$ cat src/rtl/pulse_gate_counter.sv
// Gated rising-edge counter: opens a GATE_CYCLES window on OE, publishes the count with counter_data_en.
// Optional glitch filter between synchronizer and edge detector: define PULSE_CNT_GLITCH_FILTER_EN.
module pulse_gate_counter #(
   parameter int unsigned GATE_CYCLES   = 50_000_000,
   parameter int unsigned CNT_W         = 32,
   parameter int unsigned FILTER_CYCLES = 4
) (
   input  logic             sys_clk,
   input  logic             sys_rst,
   input  logic             OE,
   input  logic             sig_in,
   output logic             counter_data_en,
   output logic [CNT_W-1:0] pulse_count,
   output logic             cnt_ovf
);

   localparam int unsigned GATE_W = (GATE_CYCLES > 2) ? $clog2(GATE_CYCLES) : 1;
   localparam logic [GATE_W-1:0] GATE_LAST = GATE_W'(GATE_CYCLES - 1);

   if (GATE_CYCLES < 2 || FILTER_CYCLES < 1) begin : g_bad_params
      $error("pulse_gate_counter: GATE_CYCLES must be >= 2 and FILTER_CYCLES >= 1");
   end

   typedef enum logic [1:0] {
      ST_IDLE,
      ST_GATE,
      ST_DONE
   } state_t;

   logic              sync1_q;
   logic              sync2_q;
   logic              level;
   logic              level_prev_q;
   logic              edge_p_q;

   state_t            state_q;
   logic [GATE_W-1:0] gate_cnt_q;
   logic [CNT_W-1:0]  acc_q;
   logic [CNT_W-1:0]  acc_d;
   logic              acc_ovf_q;
   logic              acc_ovf_d;
   logic              data_en_q;
   logic [CNT_W-1:0]  pulse_count_q;
   logic              cnt_ovf_q;

   // NOTE: clocked state uses non-blocking assignments so every flop samples pre-edge values.
   always_ff @(posedge sys_clk) begin
      if (sys_rst) begin
         sync1_q <= 1'b0;
         sync2_q <= 1'b0;
      end else begin
         sync1_q <= sig_in;
         sync2_q <= sync1_q;
      end
   end

`ifdef PULSE_CNT_GLITCH_FILTER_EN
   localparam int unsigned FILT_W = (FILTER_CYCLES > 2) ? $clog2(FILTER_CYCLES) : 1;

   logic              filt_q;
   logic [FILT_W-1:0] filt_cnt_q;

   // Counts consecutive cycles the synchronized input disagrees with the filtered level.
   always_ff @(posedge sys_clk) begin
      if (sys_rst) begin
         filt_q     <= 1'b0;
         filt_cnt_q <= '0;
      end else if (sync2_q == filt_q) begin
         filt_cnt_q <= '0;
      end else if (filt_cnt_q == FILT_W'(FILTER_CYCLES - 1)) begin
         filt_q     <= sync2_q;
         filt_cnt_q <= '0;
      end else begin
         filt_cnt_q <= filt_cnt_q + 1'b1;
      end
   end

   assign level = filt_q;
`else
   assign level = sync2_q;
`endif

   always_ff @(posedge sys_clk) begin
      if (sys_rst) begin
         level_prev_q <= 1'b0;
         edge_p_q     <= 1'b0;
      end else begin
         level_prev_q <= level;
         edge_p_q     <= level & ~level_prev_q;
      end
   end

   // NOTE: every always_comb output gets a default first so no latch can be inferred.
   always_comb begin
      acc_d     = acc_q;
      acc_ovf_d = acc_ovf_q;
      if (edge_p_q) begin
         if (&acc_q) begin
            acc_ovf_d = 1'b1;
         end else begin
            acc_d = acc_q + 1'b1;
         end
      end
   end

   // Abort has priority over the gate-end load, so an interrupted gate never publishes.
   always_ff @(posedge sys_clk) begin
      if (sys_rst) begin
         state_q       <= ST_IDLE;
         gate_cnt_q    <= '0;
         acc_q         <= '0;
         acc_ovf_q     <= 1'b0;
         data_en_q     <= 1'b0;
         pulse_count_q <= '0;
         cnt_ovf_q     <= 1'b0;
      end else begin
         case (state_q)
            ST_IDLE: begin
               if (OE) begin
                  gate_cnt_q <= '0;
                  acc_q      <= '0;
                  acc_ovf_q  <= 1'b0;
                  state_q    <= ST_GATE;
               end
            end
            ST_GATE: begin
               if (!OE) begin
                  state_q <= ST_IDLE;
               end else begin
                  gate_cnt_q <= gate_cnt_q + 1'b1;
                  acc_q      <= acc_d;
                  acc_ovf_q  <= acc_ovf_d;
                  if (gate_cnt_q == GATE_LAST) begin
                     pulse_count_q <= acc_d;
                     cnt_ovf_q     <= acc_ovf_d;
                     data_en_q     <= 1'b1;
                     state_q       <= ST_DONE;
                  end
               end
            end
            ST_DONE: begin
               if (!OE) begin
                  data_en_q <= 1'b0;
                  state_q   <= ST_IDLE;
               end
            end
            default: begin
               data_en_q <= 1'b0;
               state_q   <= ST_IDLE;
            end
         endcase
      end
   end

   assign counter_data_en = data_en_q;
   assign pulse_count     = pulse_count_q;
   assign cnt_ovf         = cnt_ovf_q;

endmodule

$ cat config.mk
export PLATFORM = sky130hd
export DESIGN_NAME = pulse_gate_counter
export DESIGN_NICKNAME = d
export VERILOG_FILES = /design/src/rtl/pulse_gate_counter.sv
export SDC_FILE = /design/constraint.sdc
export NUM_CORES = 1
export LEC_CHECK = 0
export BUFFER_PORTS_ARGS = -buffer_cell sky130_fd_sc_hd__buf_2
export CAP_MARGIN = 20
export CORE_ASPECT_RATIO = 0.6
export CORE_MARGIN = 1
export CORE_UTILIZATION = 53
export DETAILED_ROUTE_END_ITERATION = 16
export MAX_ROUTING_LAYER = met4
export PLACE_DENSITY = 0.73
export SLEW_MARGIN = 20
export SYNTH_ARGS = -nofsm -noshare
export SYNTH_HDL_FRONTEND = slang
export SYNTH_SLANG_ARGS = --single-unit
$ cat constraint.sdc
create_clock -name sys_clk -period 6.3 [get_ports sys_clk]
set_clock_uncertainty 0.1 [all_clocks]
set_input_delay 1.575 -clock sys_clk [delete_from_list [all_inputs] [get_ports sys_clk]]
set_output_delay 1.575 -clock sys_clk [all_outputs]
set_load 0.01 [all_outputs]
Word level (Yosys, flattened, before mapping)
Cells that the tools add are included.
{ "totals": {"regBits": 99, "output_inout_bits": 34} }
{ "op_classes": {"add_sub_neg": 2, "eq_ne": 8, "mux": 22, "bitwise_logic": 3, "reduce_logical": 7} }
{ "ops": {"columns": ["cell", "n"], "rows": [
  ["$mux 32", 4],
  ["$pmux 32 s2", 1],
  ["$mux 26", 2],
  ["$pmux 26 s2", 1],
  ["$add 32x1->32 const B", 1],
  ["$reduce_and 32->1", 1],
  ["$add 26x1->26 const B", 1],
  ["$eq 26x26->1 const B", 1],
  ["$reduce_and 3->1", 3],
  ["$mux 2", 4],
  ["$ne 2x2->1 const B", 4],
  ["$mux 1", 7],
  ["$pmux 2 s3", 1],
  ["$reduce_and 4->1", 1],
  ["$ne 3x3->1 const B", 1],
  ["$pmux 1 s3", 1],
  ["$eq 2x1->1 const B", 1],
  ["$eq 2x2->1 const B", 1],
  ["$logic_not 2->1", 1],
  ["$not 1->1", 2],
  ["$pmux 1 s2", 1],
  ["$reduce_bool 2->1", 1],
  ["$and 1x1->1", 1]
]} }

Logic depth before layout (Yosys ltp)
Gate-level depths: netlist of run 1.
{ "logic_depth": {"word_depth": 5, "depth_mapped": 8, "mapped_depth_nobuf": 6} }

Least setup slack after synthesis of run 1
No wires, ideal clock.
{ "synth_path": {"path_kind": "in2reg", "startpoint": "in OE", "endpoint": "reg pulse_count_q[2], in the netlist pulse_count[2]", "arrival_time_ps": 3091, "required_time_ps": 6133, "path_slack_ps": 3041, "path_stages": 6, "path_buffers": 1, "path_cell_list": "nand2b_1 -> or3_1 -> or3b_1 -> buf_2 -> or3_4 -> a21oi_2"} }
{ "synth_via": {"elab_chain_cells": 1} }
{ "synth_lines": {"columns": ["item", "line", "rtl"], "rows": [
  ["from (decl)", "10", "input logic OE,"],
  ["$reduce_and 3->1 (no line)", null, null],
  ["to (signal assigned)", "114", "pulse_count_q <= '0;"],
  ["to (signal assigned)", "134", "pulse_count_q <= acc_d;"],
  ["to (decl)", "43", "logic [CNT_W-1:0] pulse_count_q;"]
]} }
No other way between the ends.
A chain may end at the register's enable or synchronous reset.

Worst setup path after layout of run 1
{ "layout_path": {"startpoint": "in OE", "endpoint": "reg pulse_count_q[22], in the netlist pulse_count[22]"} }
Same word-level chain as after synthesis.

==> run_results.csv, run 1 <==
group,metric,value,unit
place,hpwl,8230,microns
final_layout,regArea,0.00198,sq mm
setup_path,cp-end-kind,"flop",
clocking,clkTransAtPathRegs,0.07,ns
routing,via_count,4589,
place,gp_congestion,0.905,
final_layout,drive_above_1_share,10.6,%
setup_path,timing.critical_path.to,"pulse_count[22]",
sta,finalCriticalPeriod,4.01,ns
place,pre_cts_ws,1.97,ns
floorplanning,core_area,0.00875,sq mm
synthesis,synth_cell_type_count,55,
global_routing,grt_pass1_vias,3990,
setup_path,path_depth,7,
clocking,postCtsHoldBufs,0,
hold_path,min_path_cells,1,
setup_path,cp-start-kind,"input pin",
run_status,outcome,"completed",
sta,final.setup.tns,0,ns
sta,tightestPinTransition,1.08,ns
sta,setup_viol,0,
clocking,cts_root_buf,"clkbuf_16",
routing,wl,12200,microns
power,peakVddDrop,0.138,mV
synthesis,netlist_top_cells_area,"dfxtp_1 (40%), xnor2_1 (6.1%), nor2_1 (4.5%)",
clocking,cts_tree,"yes",
routing,drtIter0Drc,466,
power,pwr-share-clk,45.9,%
synthesis,ys_seq_area_share,40.4,%
floorplanning,die-area,0.00965,sq mm
power,p_leak,1.70,nW
clocking,cts_buffer_depth,2,
power,power_frac_seq,51.7,%
final_layout,n_antenna_cell,0,
setup_path,required,6.47,ns
floorplanning,fp-row-count,26,
setup_path,reg2reg_setup_slack,3.19,ns
global_routing,antenna_found_initial,0,
routing,first_pass_iters,5,
power,pwr_density_cell,227,mW/mm^2
sta,finalHoldViolCount,0,
setup_path,startpoint,"OE",
sta,period_share,63.7,%
clocking,cts_num_sinks,99,
final_layout,multiInputGateArea,0.00269,sq mm
synthesis,netlist.area_leader.share,40.4,%
setup_path,cpMaxStageDelayCell,"or3_1",
clocking,htree_num_levels,3,
floorplanning,io_pins,38,
power,combPwrFrac,2.4,%
clocking,postCtsSetupBuffers,0,
floorplanning,die_width,126,microns
sta,finalWorstSetupSlack,2.29,ns
final_layout,syn_to_final_growth,9.80,%
synthesis,netlist_instances,603,
setup_path,timing.rr.start,"state_q[1]",
sta,max_freq,0.249,GHz
synthesis,synth_edf_count,0,
setup_path,slowest_delay,0.77,ns
synthesis,syn_area_per_cell,8.13,sq um
routing,ant_nets,0,
setup_path,cp.arrival,4.18,ns
power,power_switching_share,22.5,%
final_layout,fin_nets,615,
global_routing,grt_use_total,26.7,%
sta,relSlewSlack,27.2,%
synthesis,ys_warn_count,0,
power,internal_power,0.945,mW
power,p_switching,0.275,mW
global_routing,grt_max_degree,60,
setup_path,regToRegEndpoint,"pulse_count[22]",
clocking,post_cts_resize_count,0,
job,cap_violations,0,
setup_path,r2r_cells,6,
synthesis,synth_flop_cell,"dfxtp_1",
synthesis,syn-cell-area,0.00490,sq mm
synthesis,syn_nets,609,
setup_path,crit_family,"simple AND/OR/NAND/NOR gates",
final_layout,fill_cells,804,
sta,rsz0062_at_grt,"no",
setup_path,path_class,"in2reg",
routing,drt-wirelength-per-cell,16.8,microns
setup_path,crit_fanout,59,
global_routing,grt_pass1_wl,20000,microns
synthesis,synth_top_area_cell,"dfxtp_1",
clocking,cts_buffers,9,
place,port_buffers,37,
floorplanning,die_y,76.5,microns
routing,drcViolationCount,0,
floorplanning,start_util,56.0,%
clocking,clk_latency,0.35,ns
sta,fin_hold_ws,0.296,ns
synthesis,synth_seq_cells,99,
setup_path,critPathBufInv,2,
hold_path,hp-class,"reg2reg",
synthesis,synthArstFlopShare,0,%
setup_path,worstPathCellList,"buf_2, nand2b_1, or3_1, nor3b_4, buf_4, o311ai_0, a21oi_1",
global_routing,grt-ovfl-total,0,
sta,drv_slew,0,
routing,viasPerCell,6.32,
## state kept, by name (all words and copies together), names as in the netlist
| name | count |
|---|---|
| edge_p_q | 1 |
| level_prev_q | 1 |
| sync1_q | 1 |
| state_q | 2 |
| acc_ovf_q | 1 |
| level | 1 |
| acc_q | 32 |
| counter_data_en | 1 |
| pulse_count | 32 |
| gate_cnt_q | 26 |
| cnt_ovf | 1 |
## cell usage in the layout (no fill, tap or decap), drive strengths merged, types with 3 or more instances in the layout
master   instances
nand2b           6
nand2           50
a211oi          24
o21ai           27
a31oi           26
clkbuf           9
xor2             5
a41oi            3
nand3b           5
nor2b            5
or4              9
and2             3
or3             18
and3            10
and4            10
nor4             7
a21oi           25
nand4           14
inv             18
o31ai            6
xnor2           34
a311oi           8
a2111oi          5
nor3            17
nor2            59
nor3b            4
o211ai           7
buf             41
nand3           32
dfxtp           99
## worst min-delay path by stage
| stage | slack, ns | startpoint | endpoint |
|---|---|---|---|
| final | 0.30 | level_prev_q | edge_p_q |
| after global routing | 0.31 | level_prev_q | edge_p_q |
| after CTS | 0.30 | level_prev_q | edge_p_q |
| after detailed placement | 0.28 | level_prev_q | edge_p_q |
| after global placement | 0.27 | level_prev_q | edge_p_q |
| after floorplan | 0.27 | level_prev_q | edge_p_q |
## cell families (layout without fill, tap and decap cells)
| family | Yosys count | after routing | share of synthesized area, % |
|---|---|---|---|
| and+or+nand+nor | 254 | 254 | 27.1 |
| muxes | 2 | 2 | 0.408 |
| DFF | 99 | 99 | 40.4 |
| adders and majority gates | 2 | 2 | 0.510 |
| xor gates and xnor gates | 39 | 39 | 6.97 |
| buffers and inverters | 61 | 72 | 4.82 |
| AOI/OAI and AO/OA | 146 | 146 | 19.8 |
## per-layer routing
layer / wire length [microns] / up-vias / GRT usage, %
met2: 5030 / 179 / 37.2
met3: 1020 / 12 / 6.46
met5: 0 / - / -
met4: 78 / 0 / 5.90
met1: 6080 / 2170 / 38.4
li1: - / 2228 / -
## through the flow
stage / total power [mW] / util (%) / cells / cell area (sq um)
floorplan: 0.665 / - / 603 / 4900
global route: 1.25 / 61.5 / 726 / 5380
CTS: 1.23 / 61.5 / 726 / 5380
finish: 1.22 / 61.5 / 726 / 5380
global placement: 0.673 / 58.1 / 710 / 5080
detailed placement: 0.674 / 58.1 / 710 / 5080
## synthesized netlist by cell type (14+ instances only)
cell type / instances
a211oi_1: 24
a21oi_1: 24
a31oi_1: 26
clkbuf_1: 38
dfxtp_1: 99
inv_1: 15
nand2_1: 50
nand3_1: 32
nand4_1: 14
nor2_1: 59
nor3_1: 17
o21ai_0: 26
or3_1: 17
xnor2_1: 34
## power groups by stage
stage | combinational (mW) | sequential (mW) | clock (mW)
6_report | 0.0297 | 0.631 | 0.560
5_1_grt | 0.0324 | 0.631 | 0.591
4_1_cts | 0.0293 | 0.630 | 0.566
3_5_place_dp | 0.0293 | 0.645 | 0
3_3_place_gp | 0.0282 | 0.645 | 0
2_1_floorplan | 0.0227 | 0.643 | 0
## area by class of cell
cell class                      instances  share of cell area (%)
Timing Repair Buffer                   41                    4.00
Sequential cell                        99                    36.8
Clock inverter                          7                    1.37
Inverter                               15                    1.05
Clock buffer                            9                    4.18
Tap cell                              112                    2.60
Multi-Input combinational cell        443                    50.0
No activity file was read; power rests on OpenSTA's default activity.
==> run 2, diff against run 1 <==
- PLACE_DENSITY: 0.73 -> 0.76
- clock period: 6.3 -> 3.4 ns (I/O delays scaled with it)
==> run 2 against run 1 <==
Against the previous run: final cell count grew 1.2%; first-iteration DRC count up 15%; register-to-register slack lost 2.6 ns; global-route usage is 1.8 points higher; clock-buffer cell count increased by 5; highest routed layer unchanged; die area unchanged; worst hold slack got worse by 0.0070 ns; clock power is 80% higher; critical path depth fell by 2; cell area up 1.3%; via count rose by 1.3%; sequential share of layout area shrank 0.47 points.
==> run_results.csv, run 2 (synthesis results as in run 1) <==
group,metric,value,unit
run_status,outcome,"completed",
clocking,clk_latency,0.35,ns
clocking,cts_tree,"yes",
routing,viasPerCell,6.32,
routing,drt-wirelength-per-cell,17.5,microns
final_layout,syn_to_final_growth,11.2,%
routing,via_count,4648,
sta,setup_viol,0,
sta,relSlewSlack,44.2,%
power,power_frac_seq,52.0,%
setup_path,path_depth,5,
floorplanning,fp-row-count,26,
floorplanning,start_util,56.0,%
routing,first_pass_iters,7,
sta,drv_slew,0,
clocking,post_cts_resize_count,0,
power,combPwrFrac,2.9,%
global_routing,grt_pass1_wl,21100,microns
final_layout,fin_nets,624,
global_routing,grt_max_degree,60,
place,port_buffers,37,
hold_path,min_from,"level_prev_q",
setup_path,crit_fanout,11,
setup_path,cp-end-kind,"flop",
setup_path,r2r_cells,5,
hold_path,hp-class,"reg2reg",
final_layout,mostFrequentLayoutCells,"dfxtp_1 (99), nor2_1 (59), nand2_1 (50)",
final_layout,final_common_cell,"dfxtp_1",
clocking,cts_root_buf,"clkbuf_16",
setup_path,regToRegEndpoint,"pulse_count[31]",
sta,max_freq,0.350,GHz
setup_path,path_class,"reg2reg",
routing,wl,12900,microns
floorplanning,core_area,0.00875,sq mm
place,gp_congestion,0.931,
clocking,cts_buffer_depth,2,
clocking,postCtsSetupBuffers,0,
final_layout,drive_above_1_share,11.2,%
floorplanning,die_width,126,microns
power,pwr_density_cell,411,mW/mm^2
setup_path,required,3.56,ns
routing,drcViolationCount,0,
floorplanning,io_pins,38,
sta,rsz0062_at_grt,"no",
clocking,clkTransAtPathRegs,0.06,ns
setup_path,crit_family,"simple AND/OR/NAND/NOR gates",
setup_path,cp-start-kind,"flop",
global_routing,grt_use_total,28.5,%
global_routing,antenna_found_initial,0,
setup_path,worstPathCellList,"and4_1, nand4_1, or4_1, or3_1, a311oi_1",
clocking,cts_num_sinks,99,
global_routing,grt-ovfl-total,0,
sta,period_share,84.1,%
power,pwr-share-clk,45.1,%
sta,fin_hold_ws,0.289,ns
sta,finalHoldViolCount,0,
setup_path,timing.critical_path.to,"pulse_count[31]",
clocking,htree_num_levels,3,
sta,final.setup.tns,0,ns
power,power.total,2.24,mW
power,p_switching,0.471,mW
power,p_leak,1.74,nW
power,power_switching_share,21.0,%
routing,drtIter0Drc,538,
setup_path,startpoint,"acc_q[6]",
final_layout,n_antenna_cell,0,
sta,tightestPinTransition,0.816,ns
clocking,cts_buffers,9,
setup_path,reg2reg_setup_slack,0.54,ns
setup_path,slowest_delay,0.74,ns
power,peakVddDrop,0.286,mV
place,hpwl,8660,microns
setup_path,timing.rr.start,"acc_q[6]",
job,cap_violations,0,
floorplanning,die_y,76.5,microns
floorplanning,die-area,0.00965,sq mm
global_routing,grt_pass1_vias,4153,
clocking,postCtsHoldBufs,0,
sta,finalCriticalPeriod,2.86,ns
setup_path,cp.arrival,3.02,ns
setup_path,critPathBufInv,0,
routing,ant_nets,0,
power,internal_power,1.77,mW
setup_path,cpMaxStageDelayCell,"or4_1",
==> run 2: layout make-up <==
cell class / instances / area [sq um]
clock buffer: 14 / 254
clock inverter: 2 / 35.0
fill: 790 / 3300
inverter: 15 / 56.3
multi-input combinational: 443 / 2690
sequential: 99 / 1980
tap: 112 / 140
timing repair buffer: 50 / 295
==> run 2: power groups by stage <==
| stage | sequential [mW] | clock [mW] | combinational [mW] |
|---|---|---|---|
| after floorplan | 1.19 | 0 | 0.0421 |
| after global placement | 1.19 | 0 | 0.0613 |
| after detailed placement | 1.19 | 0 | 0.0628 |
| after CTS | 1.17 | 1.03 | 0.0634 |
| after global routing | 1.17 | 1.07 | 0.0698 |
| final | 1.17 | 1.01 | 0.0653 |
==> run 2: how the worst min path moves through the flow <==
stage,end,slack [ns],cells past startpoint
global route,edge_p_q,0.30,1
floorplan,edge_p_q,0.27,1
global placement,edge_p_q,0.27,1
detailed placement,edge_p_q,0.28,1
CTS,edge_p_q,0.29,1
finish,edge_p_q,0.29,1
==> run 2: routing by layer <==
metal | GRT usage (%) | wire length (microns) | vias to the layer above
li1 | - | - | 2245
met1 | 41.5 | 6350 | 2136
met3 | 6.95 | 1210 | 30
met5 | - | 0 | -
met4 | 8.67 | 164 | 0
met2 | 38.0 | 5150 | 237
==> run 2: metrics by stage <==
stage	utilization, %	instances	setup WS, ns	area (sq um)
after global placement	59.0	719	0.720	5160
after CTS	62.3	735	0.593	5450
after floorplan	-	603	0.866	4900
after detailed placement	59.0	719	0.589	5160
final	62.3	735	0.540	5450
after global routing	62.3	735	0.365	5450
==> run 3, diff against run 2 <==
- clock period: 3.4 -> 2.31 ns (I/O delays scaled with it)
==> run 3 against run 2 <==
Against the previous run: the run now ends with setup timing left; flip-flop and latch count did not move; power rose by 54%; sequential power rose by 46%; first-iteration DRC count rose by 1.7%; final cell count rose by 9.7%; clock-buffer cell count fell by 2; worst hold slack got worse by 0.0085 ns; global-route usage rose by 2.7 points; non-clock buffer count rose by 73; die area did not move.
==> run_results.csv, run 3 (synthesis results as in run 1) <==
group,metric,value,unit
clocking,cts_buffer_depth,2,
sta,rsz0062_at_grt,"yes",
floorplanning,core_area,0.00875,sq mm
clocking,cts_num_sinks,99,
run_status,outcome,"finished, violations left",
power,peakVddDrop,0.402,mV
final_layout,final_common_cell,"dfxtp_1",
place,port_buffers,37,
clocking,cts_root_buf,"clkbuf_16",
sta,setup_viol,4,
global_routing,antenna_found_initial,0,
power,pwr_density_cell,564,mW/mm^2
place,placedInstanceArea,0.00571,sq mm
global_routing,grt_pass1_vias,4662,
routing,drtIter0Drc,547,
floorplanning,die-area,0.00965,sq mm
final_layout,fin_area,0.00612,sq mm
hold_path,hp-class,"reg2reg",
global_routing,grt-ovfl-total,0,
clocking,postCtsHoldBufs,0,
floorplanning,io_pins,38,
sta,fin_hold_ws,0.280,ns
floorplanning,die_y,76.5,microns
routing,drcViolationCount,0,
floorplanning,start_util,56.0,%
final_layout,mostFrequentLayoutCells,"dfxtp_1 (93), buf_4 (82), nor2_1 (59)",
power,p_leak,2.14,nW
final_layout,regArea,0.00199,sq mm
floorplanning,fp-row-count,26,
sta,drv_slew,0,
job,cap_violations,0,
place,dp.cells,789,
routing,via_count,4994,
global_routing,grt_max_degree,44,
clocking,clk_latency,0.35,ns
setup_path,cp-end-kind,"flop",
final_layout,syn_to_final_growth,24.8,%
final_layout,multiInputGateArea,0.00275,sq mm
routing,ant_nets,0,
sta,relSlewSlack,59.7,%
hold_path,holdPathEnd,"edge_p_q",
clocking,clkTransAtPathRegs,0.06,ns
routing,first_pass_iters,6,
sta,finalCriticalPeriod,2.37,ns
clocking,htree_num_levels,3,
sta,max_freq,0.423,GHz
clocking,cts_tree,"yes",
final_layout,final_cells,806,
sta,finalHoldViolCount,0,
setup_path,worstPathCellList,"or4_1, or4_4, or3b_1, a211oi_1, nor3_1",
setup_path,slowest_delay,0.51,ns
setup_path,path_class,"reg2reg",
setup_path,reg2reg_setup_slack,-0.06,ns
global_routing,grt_pass1_wl,23000,microns
setup_path,regToRegEndpoint,"cnt_ovf",
setup_path,crit_fanout,3,
final_layout,fin_nets,697,
hold_path,min_from,"level_prev_q",
sta,finalWorstSetupSlack,-0.0556,ns
setup_path,cp.arrival,2.50,ns
final_layout,n_antenna_cell,0,
setup_path,cp-start-kind,"flop",
setup_path,cpMaxStageDelayCell,"or4_1",
routing,wl,13800,microns
sta,period_share,102,%
global_routing,grt_use_total,31.2,%
setup_path,required,2.44,ns
hold_path,min_path_cells,1,
routing,drt-wirelength-per-cell,17.1,microns
run_status,violations,"setup timing",
final_layout,drive_above_1_share,23.5,%
floorplanning,die_width,126,microns
place,hpwl,9820,microns
clocking,cts_buffers,9,
place,gp_congestion,0.943,
setup_path,timing.rr.start,"gate_cnt_q[9]",
routing,viasPerCell,6.20,
sta,tightestPinTransition,0.603,ns
setup_path,r2r_cells,5,
final_layout,fill_cells,679,
-- run 3: cell count changes in the layout (fill, tap and decap cells not counted), moves of 3 or more --
cell | before | now
a2111oi_0 | 5 | 2
buf_4 | 12 | 82
clkbuf_1 | 4 | 1
dfxtp_1 | 99 | 93
dfxtp_2 | 0 | 6
-- run 3: worst max path at each step --
stage | to | start
floorplan | pulse_count[2] | gate_cnt_q[9]
global placement | pulse_count[22] | acc_q[1]
detailed placement | pulse_count[22] | gate_cnt_q[9]
CTS | pulse_count[27] | gate_cnt_q[9]
global route | cnt_ovf | gate_cnt_q[9]
finish | cnt_ovf | gate_cnt_q[9]
-- run 3: area by class of cell --
type	instances	share of cell area (%)
multi-input combinational	443	45.0
timing repair buffer	123	14.1
sequential	99	32.5
clock buffer	12	4.19
inverter	15	0.920
clock inverter	2	0.981
tap	112	2.29
-- run 3: critical path: cells and delay by family, from the launching register on --
kind	cells	cell delay (ns)
flops	1	0.32
compound gates	1	0.32
simple gates	4	1.51
-- run 3: per-layer routing --
layer  up-vias  GRT usage (%)  wire length, microns
li1       2387              -                     -
met1      2323           43.0                  6500
met2       248           44.4                  5730
met3        36           7.51                  1340
met4         0           10.5                   229
met5         -              -                     0
-- run 3: per-stage QoR --
step                utilization (%)  setup TNS [ns]  worst slack (ns)  power (mW)
floorplan                         -         -0.0405           -0.0405        1.81
global placement               65.3          -0.149            -0.149        1.85
detailed placement             65.3          -0.184           -0.0952        1.86
CTS                            68.9          -0.206           -0.0339        3.46
global route                   69.9           -1.83            -0.123        3.54
finish                         69.9          -0.118           -0.0556        3.45
-- run 3: what timing repair did --
item	4_1_cts	5_1_grt
pin swaps	1	7
setup buffers	0	3
gates resized for setup	2	20
endpoints found under the setup margin	13	40
-- run 3: report_power, final --
part | internal (mW) | switching, mW
Combinational | 0.0332 | 0.0749
Clock | 0.997 | 0.632
Sequential | 1.71 | 0.00342
Total | 2.74 | 0.711
